File: src/rtl/gpmc_pkg.sv
// rtl/gpmc_pkg.sv - shared types and constants for the GPMC bus bridge
package gpmc_pkg;

  typedef enum logic [2:0] {
    IDLE,
    ADDR,
    WR,
    RD_REQ,
    RD_DATA,
    DONE,
    DRAIN
  } gpmc_state_e;

  localparam logic [15:0] READ_ERR_DATA     = 16'hDEAD;
  localparam int          DEFAULT_TIMEOUT   = 255;
  localparam int          DEFAULT_BURST_MAX = 16;

  // GPMC byte enables are active-low; the internal bus wants {hi, lo} active-high
  function automatic logic [1:0] be_from_n(input logic be1_n, input logic be0_n);
    return {~be1_n, ~be0_n};
  endfunction

endpackage

File: src/rtl/gpmc_req_timer.sv
// rtl/gpmc_req_timer.sv - request watchdog counter with terminal-count pulse
module gpmc_req_timer #(
  parameter int TIMEOUT = 255
) (
  input  logic                          clk_i,
  input  logic                          rst_ni,
  input  logic                          en_i,
  input  logic                          load_i,
  input  logic [$clog2(TIMEOUT+1)-1:0]  load_val_i,
  input  logic                          clr_i,
  output logic                          tc_o
);

  localparam int CW = $clog2(TIMEOUT + 1);

  logic [CW-1:0] cnt_q, cnt_d;

  // Count request cycles; an ACK or an idle request resets the count
  always_comb begin
    cnt_d = cnt_q;
    if (load_i) begin
      cnt_d = load_val_i;
    end else if (clr_i || !en_i) begin
      cnt_d = '0;
    end else begin
      cnt_d = cnt_q + CW'(1);
    end
  end

  // Counter register
  always_ff @(posedge clk_i or negedge rst_ni) begin
    if (!rst_ni) begin
      cnt_q <= '0;
    end else begin
      cnt_q <= cnt_d;
    end
  end

  // Fires in the last permitted request cycle so REQ is high exactly TIMEOUT cycles
  assign tc_o = en_i && !clr_i && (cnt_q == CW'(TIMEOUT - 1));

endmodule

File: src/rtl/gpmc_bus_bridge.sv
// rtl/gpmc_bus_bridge.sv - GPMC multiplexed host port to request/ack register bus
module gpmc_bus_bridge
  import gpmc_pkg::*;
#(
  parameter int ADDR_W    = 16,
  parameter int BURST_MAX = DEFAULT_BURST_MAX,
  parameter int TIMEOUT   = DEFAULT_TIMEOUT
) (
  input  logic              GPMC_CLK,
  input  logic              GPMC_RST_N,
  input  logic [15:0]       GPMC_AD_IN,
  output logic [15:0]       GPMC_DATA_OUT,
  input  logic              GPMC_CS,
  input  logic              GPMC_ADV,
  input  logic              GPMC_OE,
  input  logic              GPMC_WE,
  input  logic              GPMC_BE0,
  input  logic              GPMC_BE1,
  output logic              GPMC_WAIT,
  output logic              BUS_REQ,
  output logic              BUS_WE,
  output logic [ADDR_W-1:0] BUS_ADDR,
  output logic [15:0]       BUS_WDATA,
  output logic [1:0]        BUS_BE,
  input  logic              BUS_ACK,
  input  logic [15:0]       BUS_RDATA,
  output logic              ERR_TIMEOUT
);

  localparam int BEAT_W = $clog2(BURST_MAX + 1);
  localparam int TCW    = $clog2(TIMEOUT + 1);

  gpmc_state_e       state_q, state_d;
  logic [ADDR_W-1:0] addr_q, addr_d;
  logic [BEAT_W-1:0] beat_q, beat_d;
  logic              req_q, req_d;
  logic              we_q, we_d;
  logic [15:0]       wdata_q, wdata_d;
  logic [1:0]        be_q, be_d;
  logic              wait_q, wait_d;
  logic [15:0]       dout_q, dout_d;
  logic              err_q, err_d;

  logic              ack;
  logic              tmo;
  logic [BEAT_W-1:0] beat_nxt;
  logic              last_beat;

  // ACK only counts while a request is actually presented
  assign ack       = BUS_ACK & req_q;
  assign beat_nxt  = beat_q + BEAT_W'(1);
  assign last_beat = (beat_nxt == BEAT_W'(BURST_MAX));

  gpmc_req_timer #(
    .TIMEOUT (TIMEOUT)
  ) u_req_timer (
    .clk_i      (GPMC_CLK),
    .rst_ni     (GPMC_RST_N),
    .en_i       (req_q),
    .load_i     (req_d & ~req_q),
    .load_val_i (TCW'(0)),
    .clr_i      (ack),
    .tc_o       (tmo)
  );

  // Next-state and registered-output decode for the host/bus handshake
  always_comb begin
    state_d = state_q;
    addr_d  = addr_q;
    beat_d  = beat_q;
    req_d   = req_q;
    we_d    = we_q;
    wdata_d = wdata_q;
    be_d    = be_q;
    wait_d  = wait_q;
    dout_d  = dout_q;
    err_d   = err_q;

    if (GPMC_CS && state_q != IDLE && state_q != DRAIN) begin
      // Host abandoned the cycle: finish any bus request silently, then idle
      wait_d = 1'b0;
      if (req_q && !ack && !tmo) begin
        state_d = DRAIN;
      end else begin
        req_d   = 1'b0;
        state_d = IDLE;
        if (tmo) err_d = 1'b1;
      end
    end else begin
      case (state_q)
        IDLE: begin
          if (!GPMC_CS && !GPMC_ADV) begin
            addr_d  = GPMC_AD_IN[ADDR_W-1:0];
            beat_d  = '0;
            state_d = ADDR;
          end
        end
        ADDR: begin
          if (GPMC_ADV) begin
            if (!GPMC_WE) begin
              req_d   = 1'b1;
              we_d    = 1'b1;
              wait_d  = 1'b1;
              wdata_d = GPMC_AD_IN;
              be_d    = be_from_n(GPMC_BE1, GPMC_BE0);
              state_d = WR;
            end else if (!GPMC_OE) begin
              req_d   = 1'b1;
              we_d    = 1'b0;
              wait_d  = 1'b1;
              be_d    = 2'b11;
              state_d = RD_REQ;
            end
          end
        end
        WR: begin
          if (req_q) begin
            if (ack) begin
              req_d  = 1'b0;
              wait_d = 1'b0;
              addr_d = addr_q + ADDR_W'(1);
              beat_d = beat_nxt;
              if (last_beat) state_d = DONE;
            end else if (tmo) begin
              req_d   = 1'b0;
              wait_d  = 1'b0;
              err_d   = 1'b1;
              state_d = DONE;
            end
          end else if (!GPMC_WE) begin
            req_d   = 1'b1;
            wait_d  = 1'b1;
            wdata_d = GPMC_AD_IN;
            be_d    = be_from_n(GPMC_BE1, GPMC_BE0);
          end
        end
        RD_REQ: begin
          if (ack) begin
            req_d   = 1'b0;
            wait_d  = 1'b0;
            dout_d  = BUS_RDATA;
            state_d = RD_DATA;
          end else if (tmo) begin
            req_d   = 1'b0;
            wait_d  = 1'b0;
            err_d   = 1'b1;
            dout_d  = READ_ERR_DATA;
            state_d = DONE;
          end
        end
        RD_DATA: begin
          addr_d = addr_q + ADDR_W'(1);
          beat_d = beat_nxt;
          if (!last_beat && !GPMC_OE) begin
            req_d   = 1'b1;
            wait_d  = 1'b1;
            state_d = RD_REQ;
          end else begin
            state_d = DONE;
          end
        end
        DONE: begin
          wait_d = 1'b0;
        end
        DRAIN: begin
          if (ack) begin
            req_d   = 1'b0;
            state_d = IDLE;
          end else if (tmo) begin
            req_d   = 1'b0;
            err_d   = 1'b1;
            state_d = IDLE;
          end
        end
        default: state_d = IDLE;
      endcase
    end
  end

  // State and output registers; reset drops any request immediately
  always_ff @(posedge GPMC_CLK or negedge GPMC_RST_N) begin
    if (!GPMC_RST_N) begin
      state_q <= IDLE;
      addr_q  <= '0;
      beat_q  <= '0;
      req_q   <= 1'b0;
      we_q    <= 1'b0;
      wdata_q <= '0;
      be_q    <= '0;
      wait_q  <= 1'b0;
      dout_q  <= '0;
      err_q   <= 1'b0;
    end else begin
      state_q <= state_d;
      addr_q  <= addr_d;
      beat_q  <= beat_d;
      req_q   <= req_d;
      we_q    <= we_d;
      wdata_q <= wdata_d;
      be_q    <= be_d;
      wait_q  <= wait_d;
      dout_q  <= dout_d;
      err_q   <= err_d;
    end
  end

  assign GPMC_DATA_OUT = dout_q;
  assign GPMC_WAIT     = wait_q;
  assign BUS_REQ       = req_q;
  assign BUS_WE        = we_q;
  assign BUS_ADDR      = addr_q;
  assign BUS_WDATA     = wdata_q;
  assign BUS_BE        = be_q;
  assign ERR_TIMEOUT   = err_q;

endmodule
File: config.mk
export PLATFORM = sky130hd
export DESIGN_NAME = gpmc_bus_bridge
export DESIGN_NICKNAME = d
export VERILOG_FILES = /design/src/rtl/gpmc_pkg.sv /design/src/rtl/gpmc_req_timer.sv /design/src/rtl/gpmc_bus_bridge.sv
export SDC_FILE = /design/constraint.sdc
export NUM_CORES = 1
export LEC_CHECK = 0
export ABC_AREA = 1
export BUFFER_PORTS_ARGS = -buffer_cell sky130_fd_sc_hd__buf_4
export CORE_UTILIZATION = 53
export CTS_BUF_LIST = sky130_fd_sc_hd__clkbuf_16
export CTS_CLUSTER_DIAMETER = 120
export CTS_CLUSTER_SIZE = 12
export DETAILED_ROUTE_END_ITERATION = 10
export GPL_ROUTABILITY_DRIVEN = 1
export PLACE_DENSITY = 0.81
export SETUP_SLACK_MARGIN = 0.1
export SLEW_MARGIN = 20
export SYNTH_ARGS = -nofsm -noshare
export SYNTH_HDL_FRONTEND = slang
export SYNTH_HIERARCHICAL = 1
export SYNTH_SLANG_ARGS = --single-unit
File: constraint.sdc
create_clock -name GPMC_CLK -period 3 [get_ports GPMC_CLK]
set_clock_uncertainty 0.2 [all_clocks]
set_input_delay 0.15 -clock GPMC_CLK [delete_from_list [all_inputs] [get_ports GPMC_CLK]]
set_output_delay 0.15 -clock GPMC_CLK [all_outputs]
set_load 0.02 [all_outputs]
==> flow_metrics.env, run 1 <==
export IMPL_status="completed"
export IMPL_worst_setup_hold_path_clk_slew_ps=60
export IMPL_via_per_inst=5.44
export IMPL_worst_r2r_setup_slack_ps=430
export IMPL_holdPathStages=6
export IMPL_buffer_ports_inserted=94
export IMPL_yosysWarningCount=6
export IMPL_crit_buf_inv=3
export IMPL_first_pass_grt_wire_length_um=17400
export IMPL_tritoncts_buffer_count=9
export IMPL_layout_min_cycle_time_ps=2570
export IMPL_r2r_path_end="u_req_timer/cnt_q[6]"
export IMPL_drt_drc_violations_left=0
export IMPL_netlist_area_sq_um=3750
export IMPL_timing_critical_path_from_type="register"
export IMPL_critical_path_most_common_cell="sky130_fd_sc_hd__nand2_1"
export IMPL_critical_path_cell_chain="nand2_2 -> inv_1 -> inv_1 -> nand2_1 -> nor4_4 -> inv_1 -> nand2_1 -> a21oi_1 -> nor3_1 -> nand2_1 -> nand2_1 -> a21oi_1 -> nor2_8 -> nand2_1 -> nand2_1 -> nand2_1 -> nand2_1"
export IMPL_startpoint="BUS_REQ"
export IMPL_critical_path_peak_fanout=7
export IMPL_drtPass1Iterations=6
export IMPL_hold_class="in -> reg"
export IMPL_detail_route_iter0_violations=437
export IMPL_worst_pin_slew_ps=890
export IMPL_cts_tree="yes"
export IMPL_final_hold_viol_count=0
export IMPL_setup_worst_path_class="reg -> reg"
export IMPL_synth_seq_area_share=0.467
export IMPL_nNetsFinal=657
export IMPL_slowest_stage="sky130_fd_sc_hd__dfrtp_1"
export IMPL_worstSkewPairLatency_ps=340
export IMPL_track_usage=0.303
export IMPL_fmaxAchievable_ghz=0.390
export IMPL_leakage_nw=2.65
export IMPL_min_to="BUS_REQ"
export IMPL_area_growth_pct=40.1
export IMPL_ys_ff_latch=70
export IMPL_place_hpwl_um=6900
export IMPL_drv_cap=0
export IMPL_clock_tree_buffer_depth=2
export IMPL_synth_lib_cells_used_distinct=39
export IMPL_postLayoutSetupSlackWorst_ps=433
export IMPL_synthesized_instance_count=475
export IMPL_top_level_ports=95
export IMPL_crit_family="simple AND/OR/NAND/NOR gates"
export IMPL_period_share=0.856
export IMPL_max_slew_margin_vs_limit=0.407
export IMPL_timing_hold_worst_start="GPMC_OE"
export IMPL_maximum_number_of_pins_on_one_net_before_global_route_repair=71
export IMPL_pre_cts_ws_ps=308
export IMPL_routed_wirelength_um=10900
export IMPL_timing_setup_tns_ps=0
export IMPL_synth_largest_type_area_fraction=0.467
export IMPL_synth_largest_area_cell="sky130_fd_sc_hd__dfrtp_1"
export IMPL_routed_wire_length_per_instance_um=15.3
export IMPL_critical_path_required_ps=3080
export IMPL_first_global_vias=3787
export IMPL_die_w_um=86.1
export IMPL_worst_r2r_path_depth=17
export IMPL_power_per_cell_area_nw_per_um2=1080
export IMPL_vias=3888
export IMPL_reg2reg_from="BUS_REQ"
export IMPL_grt_overflow_total=0
export IMPL_die_area_sq_um=7410
export IMPL_rows=30
export IMPL_syn_avg_cell_area_sq_um=7.89
export IMPL_cts_root_buf="sky130_fd_sc_hd__clkbuf_16"
export IMPL_postRouteAntennaNets=0
export IMPL_floorplan_die_height_um=86.1
export IMPL_htree_num_levels=3
export IMPL_sink_count=70
export IMPL_grt_setup_unrepaired="no"
export IMPL_post_route_cells_drive_above_1_share=0.227
export IMPL_drv_slew=0
export IMPL_gpl_final_weighted_congestion=1.03
export IMPL_timing_critical_path_to_type="register"
export IMPL_critical_path_depth=17
export IMPL_max_stage_delay_ps=390
export IMPL_irDropWorstVdd_mv=0.507
export IMPL_setup_viol=0
export IMPL_worst_endpoint_arrival_ps=2640
export IMPL_antenna_violations_before_repair=1
export IMPL_core_area_sq_um=6790
export IMPL_starting_utilization_of_the_core_area=0.552
export IMPL_ys_top_cells_by_area="sky130_fd_sc_hd__dfrtp_1 47%, sky130_fd_sc_hd__nand2_1 12%, sky130_fd_sc_hd__inv_1 5.7%"
[cell usage after synthesis]
master                     instances
sky130_fd_sc_hd__a211oi_1          1
sky130_fd_sc_hd__a21boi_0          2
sky130_fd_sc_hd__a21oi_1          15
sky130_fd_sc_hd__a22o_1            5
sky130_fd_sc_hd__a22oi_1           3
sky130_fd_sc_hd__a31o_2            1
sky130_fd_sc_hd__a31oi_1           2
sky130_fd_sc_hd__buf_2            12
sky130_fd_sc_hd__buf_4             1
sky130_fd_sc_hd__clkbuf_1          3
sky130_fd_sc_hd__conb_1            1
sky130_fd_sc_hd__dfrtp_1          70
sky130_fd_sc_hd__ha_1              4
sky130_fd_sc_hd__inv_1            57
sky130_fd_sc_hd__inv_2             6
sky130_fd_sc_hd__nand2_1         118
sky130_fd_sc_hd__nand2_2           1
sky130_fd_sc_hd__nand2_4           1
sky130_fd_sc_hd__nand3_1          32
sky130_fd_sc_hd__nand3_2           3
sky130_fd_sc_hd__nand4_1          10
sky130_fd_sc_hd__nor2_1           25
sky130_fd_sc_hd__nor2_2            4
sky130_fd_sc_hd__nor2_8            1
sky130_fd_sc_hd__nor3_1           14
sky130_fd_sc_hd__nor3_2            2
sky130_fd_sc_hd__nor4_1            2
sky130_fd_sc_hd__o211ai_1          8
sky130_fd_sc_hd__o21a_1            1
sky130_fd_sc_hd__o21ai_0          42
sky130_fd_sc_hd__o21ai_1           8
sky130_fd_sc_hd__o21ai_2           1
sky130_fd_sc_hd__o21bai_1          2
sky130_fd_sc_hd__o22a_1           11
sky130_fd_sc_hd__o22ai_1           2
sky130_fd_sc_hd__o31ai_2           1
sky130_fd_sc_hd__or2_2             1
sky130_fd_sc_hd__xnor2_1           1
sky130_fd_sc_hd__xor2_1            1
[worst register-to-register path, delay by kind of cell (launching register included)]
kind	cells	cell delay, ps
AO/OA/AOI/OAI	2	240
buffers and inverters	3	200
flip-flops	1	390
AND/OR/NAND/NOR	12	1480
[cell families after synthesis]
family	count (synthesis)	synth area share
and+or+nand+nor	214	0.256
AOI/OAI and AO/OA	105	0.173
buffers and inverters	79	0.0841
DFF	70	0.467
adders and majority gates	4	0.0134
xor gates and xnor gates	2	0.00468
other	1	0.00100
[cells in the final DEF, fill, tap and decap left out, types with 2 or more instances in the layout]
cell	count
sky130_fd_sc_hd__nand2_1	117
sky130_fd_sc_hd__buf_4	99
sky130_fd_sc_hd__dfrtp_1	70
sky130_fd_sc_hd__inv_1	57
sky130_fd_sc_hd__o21ai_0	42
sky130_fd_sc_hd__dlygate4sd3_1	36
sky130_fd_sc_hd__nand3_1	32
sky130_fd_sc_hd__nor2_1	25
sky130_fd_sc_hd__a21oi_1	15
sky130_fd_sc_hd__nor3_1	14
sky130_fd_sc_hd__o22a_1	11
sky130_fd_sc_hd__nand4_1	10
sky130_fd_sc_hd__clkbuf_16	9
sky130_fd_sc_hd__o211ai_1	8
sky130_fd_sc_hd__conb_1	8
sky130_fd_sc_hd__o21ai_1	7
sky130_fd_sc_hd__inv_2	6
sky130_fd_sc_hd__a22o_1	5
sky130_fd_sc_hd__nor2_2	4
sky130_fd_sc_hd__ha_1	4
sky130_fd_sc_hd__nand3_2	3
sky130_fd_sc_hd__a22oi_1	3
sky130_fd_sc_hd__clkinv_4	3
sky130_fd_sc_hd__diode_2	2
sky130_fd_sc_hd__nand2_2	2
sky130_fd_sc_hd__nor3_2	2
sky130_fd_sc_hd__o21ai_2	2
sky130_fd_sc_hd__o22ai_1	2
sky130_fd_sc_hd__a21boi_0	2
sky130_fd_sc_hd__a31oi_1	2
sky130_fd_sc_hd__inv_6	2
sky130_fd_sc_hd__o21bai_1	2
[power by group]
part / leakage [nW] / switching [mW] / internal, mW
Clock: 0.147 / 0.443 / 0.654
Sequential: 0.881 / 0.393 / 1.35
Combinational: 1.62 / 1.78 / 1.07
Total: 2.65 / 2.61 / 3.08
[per-layer routing]
layer | global-route usage | share of wire | up-vias
li1 | - | - | 1859
met1 | 0.379 | 0.41 | 1800
met2 | 0.513 | 0.49 | 194
met3 | 0.0529 | 0.073 | 35
met4 | 0.139 | 0.030 | 0
met5 | 0 | 0 | -
[metrics by stage]
stage | cells | utilization | total power [mW] | hold slack (ps) | area [sq um]
6_report | 715 | 0.773 | 5.69 | 67.3 | 5250
5_1_grt | 715 | 0.773 | 6.06 | 124 | 5250
4_1_cts | 713 | 0.770 | 5.60 | 61.9 | 5230
3_5_place_dp | 661 | 0.671 | 4.46 | 129 | 4560
3_3_place_gp | 661 | 0.671 | 4.38 | 121 | 4560
2_1_floorplan | 482 | - | 3.49 | -346 | 3770
[flip-flops by register name, summed over array words and instances (netlist names)]
signal,cells
BUS_REQ,1
BUS_BE,2
BUS_WE,1
GPMC_DATA_OUT,16
state_q,3
beat_q,5
u_req_timer/cnt_q,8
BUS_WDATA,16
GPMC_WAIT,1
BUS_ADDR,16
ERR_TIMEOUT,1
[worst max path at each step]
stage	to	slack (ps)
finish	u_req_timer/cnt_q[6]	430
global route	u_req_timer/cnt_q[6]	140
CTS	u_req_timer/cnt_q[6]	290
detailed placement	u_req_timer/cnt_q[6]	310
global placement	u_req_timer/cnt_q[6]	440
floorplan	u_req_timer/cnt_q[6]	350
[final cells by class]
type                            instances  area (sq um)
Sequential cell                        70          1750
Multi-Input combinational cell        333          1730
Fill cell                             445          1540
Timing Repair Buffer                  135          1100
Inverter                               63           236
Clock buffer                            9           225
Tap cell                               96           120
Clock inverter                          7          81.3
Antenna cell                            2          5.00
[timing repair]
| item | 4_1_cts | 5_1_grt |
|---|---|---|
| resized for setup | 0 | 3 |
| endpoints found under the hold margin | 114 | 0 |
| buffers inserted | 0 | 0 |
| setup endpoints to repair | 0 | 17 |
| hold buffers | 36 | 0 |
Note: power is estimated with default switching activity, not from simulation.
==> run 2, diff against run 1 <==
REMOVE_ABC_BUFFERS = 1   (was default)
==> flow_metrics.env, run 2 (same netlist as run 1, synthesis figures left out) <==
export IMPL_status="completed"
export IMPL_critical_path_cell_chain="nand2_4 -> inv_1 -> inv_1 -> nand2_1 -> nor4_4 -> inv_1 -> nand2_2 -> a21oi_1 -> nor3_1 -> nand2_1 -> nand2_1 -> a21oi_1 -> nor2_8 -> nand2_1 -> nand2_1 -> nand2_1 -> nand2_1"
export IMPL_drt_drc_violations_left=0
export IMPL_area_growth_pct=39.8
export IMPL_vias=3761
export IMPL_nNetsFinal=657
export IMPL_critical_path_most_common_cell="sky130_fd_sc_hd__nand2_1"
export IMPL_critical_path_peak_fanout=7
export IMPL_die_w_um=86.1
export IMPL_max_stage_delay_ps=460
export IMPL_post_cts_setup_buffer_count=0
export IMPL_timing_critical_path_to_type="register"
export IMPL_gpl_final_weighted_congestion=0.921
export IMPL_timing_setup_tns_ps=0
export IMPL_sink_count=70
export IMPL_p_total_mw=5.59
export IMPL_postLayoutSetupSlackWorst_ps=365
export IMPL_place_inst=662
export IMPL_pre_cts_ws_ps=77.5
export IMPL_first_pass_grt_wire_length_um=16700
export IMPL_layout_min_cycle_time_ps=2640
export IMPL_first_global_vias=3622
export IMPL_irDropWorstVdd_mv=0.506
export IMPL_die_area_sq_um=7410
export IMPL_starting_utilization_of_the_core_area=0.552
export IMPL_track_usage=0.285
export IMPL_postRouteAntennaNets=0
export IMPL_max_slew_margin_vs_limit=0.412
export IMPL_slowest_stage="sky130_fd_sc_hd__dfrtp_1"
export IMPL_routed_wire_length_per_instance_um=14.3
export IMPL_stdcell_count=713
export IMPL_timing_critical_path_from_type="register"
export IMPL_post_route_cells_drive_above_1_share=0.227
export IMPL_drv_cap=0
export IMPL_tritoncts_buffer_count=9
export IMPL_setup_viol=0
export IMPL_detail_route_iter0_violations=224
export IMPL_routed_wirelength_um=10200
export IMPL_htree_num_levels=3
export IMPL_most_frequent_standard_cell_in_the_layout_excluding_fill_and_tap_cells="sky130_fd_sc_hd__nand2_1"
export IMPL_fmaxAchievable_ghz=0.379
export IMPL_place_hpwl_um=6580
export IMPL_leakage_nw=2.64
export IMPL_worst_endpoint_arrival_ps=2700
export IMPL_rows=30
export IMPL_via_per_inst=5.27
export IMPL_drtPass1Iterations=4
export IMPL_drv_slew=0
export IMPL_cts_tree="yes"
export IMPL_power_per_cell_area_nw_per_um2=1070
export IMPL_worstSkewPairLatency_ps=320
export IMPL_antenna_violations_before_repair=0
export IMPL_floorplan_die_height_um=86.1
export IMPL_grt_overflow_total=0
export IMPL_top_level_ports=95
export IMPL_period_share=0.878
export IMPL_mostFrequentLayoutCells="116 x sky130_fd_sc_hd__nand2_1, 100 x sky130_fd_sc_hd__buf_4, 70 x sky130_fd_sc_hd__dfrtp_1, 57 x sky130_fd_sc_hd__inv_1, 42 x sky130_fd_sc_hd__o21ai_0"
export IMPL_clock_tree_buffer_depth=2
export IMPL_worst_setup_hold_path_clk_slew_ps=60
export IMPL_critical_path_required_ps=3060
export IMPL_buffer_ports_inserted=94
export IMPL_core_area_sq_um=6790
export IMPL_antennaDiodeCount=0
export IMPL_hold_class="in -> reg"
export IMPL_cts_root_buf="sky130_fd_sc_hd__clkbuf_16"
export IMPL_setup_worst_path_class="reg -> reg"
export IMPL_grt_setup_unrepaired="no"
export IMPL_worst_pin_slew_ps=881
export IMPL_maximum_number_of_pins_on_one_net_before_global_route_repair=71
export IMPL_final_hold_viol_count=0
[run 2: layout make-up]
cell class,count,area [sq um]
flip-flops and latches,70,1750
multi-input cells,333,1740
fillers,480,1560
repair buffers,135,1100
inverters,63,236
clock buffers,9,225
well taps,96,120
clock inverters,7,65.1
[run 2: repair_timing]
action                                  in CTS  in global routing
endpoints found under the setup margin       3                  8
hold buffers                                35                  0
endpoints found under the hold margin      113                  0
pin swaps                                    0                  0
gates resized for setup                      1                  4
[run 2: per-layer routing]
layer | share of wire | up-vias | global-route usage
li1 | - | 1851 | -
met1 | 0.44 | 1743 | 0.371
met2 | 0.48 | 145 | 0.482
met3 | 0.059 | 22 | 0.0443
met4 | 0.021 | 0 | 0.103
met5 | 0 | - | 0
[run 2: power breakdown]
part           switching (mW)  total [mW]  internal [mW]
Clock                   0.390        1.03          0.636
Combinational            1.74        2.82           1.08
Sequential              0.393        1.75           1.35
Total                    2.53        5.59           3.07
[run 2: metrics by stage]
| stage | area [sq um] | hold WS (ps) | utilization |
|---|---|---|---|
| 6_report | 5240 | 13.3 | 0.771 |
| 5_1_grt | 5240 | 64.6 | 0.771 |
| 4_1_cts | 5220 | 16.6 | 0.768 |
| 3_5_place_dp | 4570 | 132 | 0.673 |
| 3_3_place_gp | 4570 | 120 | 0.673 |
| 2_1_floorplan | 3690 | -346 | - |
[run 2: worst paths after layout]
check,slack [ps],start,to,cells past startpoint
worst min register to register,270,ERR_TIMEOUT,ERR_TIMEOUT,1
max in group asynchronous,1720,GPMC_RST_N,u_req_timer/cnt_q[5],2
min in group asynchronous,280,GPMC_RST_N,BUS_BE[0],2
worst max-delay path,360,BUS_REQ,u_req_timer/cnt_q[6],17
worst max register to register,360,BUS_REQ,u_req_timer/cnt_q[6],17
worst min-delay path,10,GPMC_BE1,BUS_BE[1],3
[run 2: worst max-delay path, delay by kind of cell (launching register included)]
kind                   cells  cell delay (ps)
AOI/OAI and AO/OA          2              230
DFF                        1              460
buffers and inverters      3              200
and+or+nand+nor           12             1490
==> run 3, diff against run 2 <==
CELL_PAD_IN_SITES_DETAIL_PLACEMENT = 2   (was default)
CELL_PAD_IN_SITES_GLOBAL_PLACEMENT = 2   (was default)
CORE_UTILIZATION = 30   (was 53)
PLACE_DENSITY = 0.8   (was 0.81)
==> flow_metrics.env, run 3 (same netlist as run 1, synthesis figures left out) <==
export IMPL_status="completed"
export IMPL_maximum_number_of_pins_on_one_net_before_global_route_repair=71
export IMPL_grt_setup_unrepaired="no"
export IMPL_detail_route_iter0_violations=106
export IMPL_worst_pin_slew_ps=917
export IMPL_final_hold_viol_count=0
export IMPL_drtPass1Iterations=4
export IMPL_met1_length_um=5900
export IMPL_cts_tree="yes"
export IMPL_stdcell_count=786
export IMPL_drt_drc_violations_left=0
export IMPL_fin_area_sq_um=5310
export IMPL_setup_worst_path_class="reg -> reg"
export IMPL_timing_critical_path_to_type="register"
export IMPL_max_slew_margin_vs_limit=0.388
export IMPL_first_pass_grt_wire_length_um=22900
export IMPL_power_per_cell_area_nw_per_um2=1070
export IMPL_vias=3887
export IMPL_die_w_um=114
export IMPL_buffer_ports_inserted=94
export IMPL_postRouteAntennaNets=0
export IMPL_mostFrequentLayoutCells="115 x sky130_fd_sc_hd__nand2_1, 101 x sky130_fd_sc_hd__buf_4, 70 x sky130_fd_sc_hd__dfrtp_1, 57 x sky130_fd_sc_hd__inv_1, 42 x sky130_fd_sc_hd__o21ai_0"
export IMPL_hold_class="in -> reg"
export IMPL_dr_wl_met2_um=7070
export IMPL_drv_slew=0
export IMPL_tritoncts_buffer_count=9
export IMPL_reg2reg_from="BUS_REQ"
export IMPL_fmaxAchievable_ghz=0.375
export IMPL_most_frequent_standard_cell_in_the_layout_excluding_fill_and_tap_cells="sky130_fd_sc_hd__nand2_1"
export IMPL_critical_path_peak_fanout=7
export IMPL_placedInstanceArea_sq_um=4670
export IMPL_area_growth_pct=41.7
export IMPL_routed_wire_length_per_instance_um=17.6
export IMPL_irDropWorstVdd_mv=0.293
export IMPL_rows=40
export IMPL_track_usage=0.230
export IMPL_core_area_sq_um=12100
export IMPL_final_core_util=0.438
export IMPL_setup_viol=0
export IMPL_top_signal_layer_used="met4"
export IMPL_period_share=0.889
export IMPL_grt_overflow_total=0
export IMPL_starting_utilization_of_the_core_area=0.309
export IMPL_die_area_sq_um=12900
export IMPL_sink_count=70
export IMPL_post_cts_setup_buffer_count=0
export IMPL_critical_path_most_common_cell="sky130_fd_sc_hd__nand2_1"
export IMPL_gpl_final_weighted_congestion=0.865
export IMPL_top_level_ports=95
export IMPL_worst_setup_hold_path_clk_slew_ps=60
export IMPL_htree_num_levels=3
export IMPL_worst_endpoint_arrival_ps=2750
export IMPL_nNetsFinal=658
export IMPL_timing_critical_path_from_type="register"
export IMPL_worst_r2r_setup_slack_ps=330
export IMPL_floorplan_die_height_um=114
export IMPL_max_stage_delay_ps=390
export IMPL_antenna_violations_before_repair=0
export IMPL_slowest_stage="sky130_fd_sc_hd__dfrtp_1"
export IMPL_layout_min_cycle_time_ps=2670
export IMPL_post_route_cells_drive_above_1_share=0.233
export IMPL_timing_setup_tns_ps=0
export IMPL_clock_tree_buffer_depth=2
export IMPL_layout_filler_cells=1394
export IMPL_startpoint="BUS_REQ"
export IMPL_drv_cap=0
export IMPL_timing_hold_worst_start="GPMC_BE1"
export IMPL_wl_met3_um=578
export IMPL_critical_path_required_ps=3080
export IMPL_cts_root_buf="sky130_fd_sc_hd__clkbuf_16"
export IMPL_place_inst=735
export IMPL_first_global_vias=4379
export IMPL_worstSkewPairLatency_ps=340
export IMPL_whs_ps=19.7
export IMPL_routed_wirelength_um=13800
export IMPL_via_per_inst=4.95
export IMPL_antennaDiodeCount=0
export IMPL_leakage_nw=2.63
export IMPL_place_hpwl_um=9090
export IMPL_critical_path_cell_chain="nand2_2 -> inv_1 -> inv_1 -> nand2_2 -> nor4_4 -> inv_1 -> nand2_2 -> a21oi_1 -> nor3_1 -> nand2_1 -> nand2_1 -> a21oi_1 -> nor2_8 -> nand2_1 -> nand2_1 -> nand2_1 -> nand2_1"
[run 3: critical path: cells and delay by family, from the launching register on]
kind,cells,cell delay (ps)
and+or+nand+nor,12,1490
buffers and inverters,3,280
AOI/OAI and AO/OA,2,240
DFF,1,390
[run 3: area by class of cell]
cell class	instances	area, sq um	area share
Clock buffer	9	225	0.0424
Clock inverter	7	41.3	0.00778
Inverter	63	236	0.0445
Multi-Input combinational cell	333	1740	0.327
Sequential cell	70	1750	0.330
Tap cell	168	210	0.0396
Timing Repair Buffer	136	1110	0.209
[run 3: metal layers]
metal | vias up | track usage
met2 | 92 | 0.409
met4 | 0 | 0.0930
li1 | 1850 | -
met1 | 1925 | 0.274
met3 | 20 | 0.0420
met5 | - | 0
[run 3: what timing repair did]
item                                   4_1_cts  5_1_grt
endpoints found under the hold margin      116        0
setup endpoints to repair                    1       11
resized for setup                            1        4
pin swaps                                    0        0
hold buffers                                35        0
[run 3: power breakdown]
part           internal, mW  switching (mW)
Sequential             1.35           0.398
Combinational          1.09            1.89
Clock                 0.551           0.423
Total                  2.99            2.72
[run 3: path summary, 6_finish.rpt]
check,end,cells after the start
setup reg to reg,u_req_timer/cnt_q[6],17
hold reg to reg,ERR_TIMEOUT,1
max in group asynchronous,BUS_WDATA[1],2
setup / recovery,u_req_timer/cnt_q[6],17
hold / removal,BUS_BE[1],3
min in group asynchronous,GPMC_DATA_OUT[10],2
[run 3: metrics by stage]
| stage | total power [mW] | setup WS, ps |
|---|---|---|
| after floorplan | 3.41 | 79.8 |
| after global placement | 4.50 | 387 |
| after detailed placement | 4.66 | 94.2 |
| after CTS | 5.73 | 129 |
| after global routing | 6.17 | 103 |
| final | 5.71 | 332 |
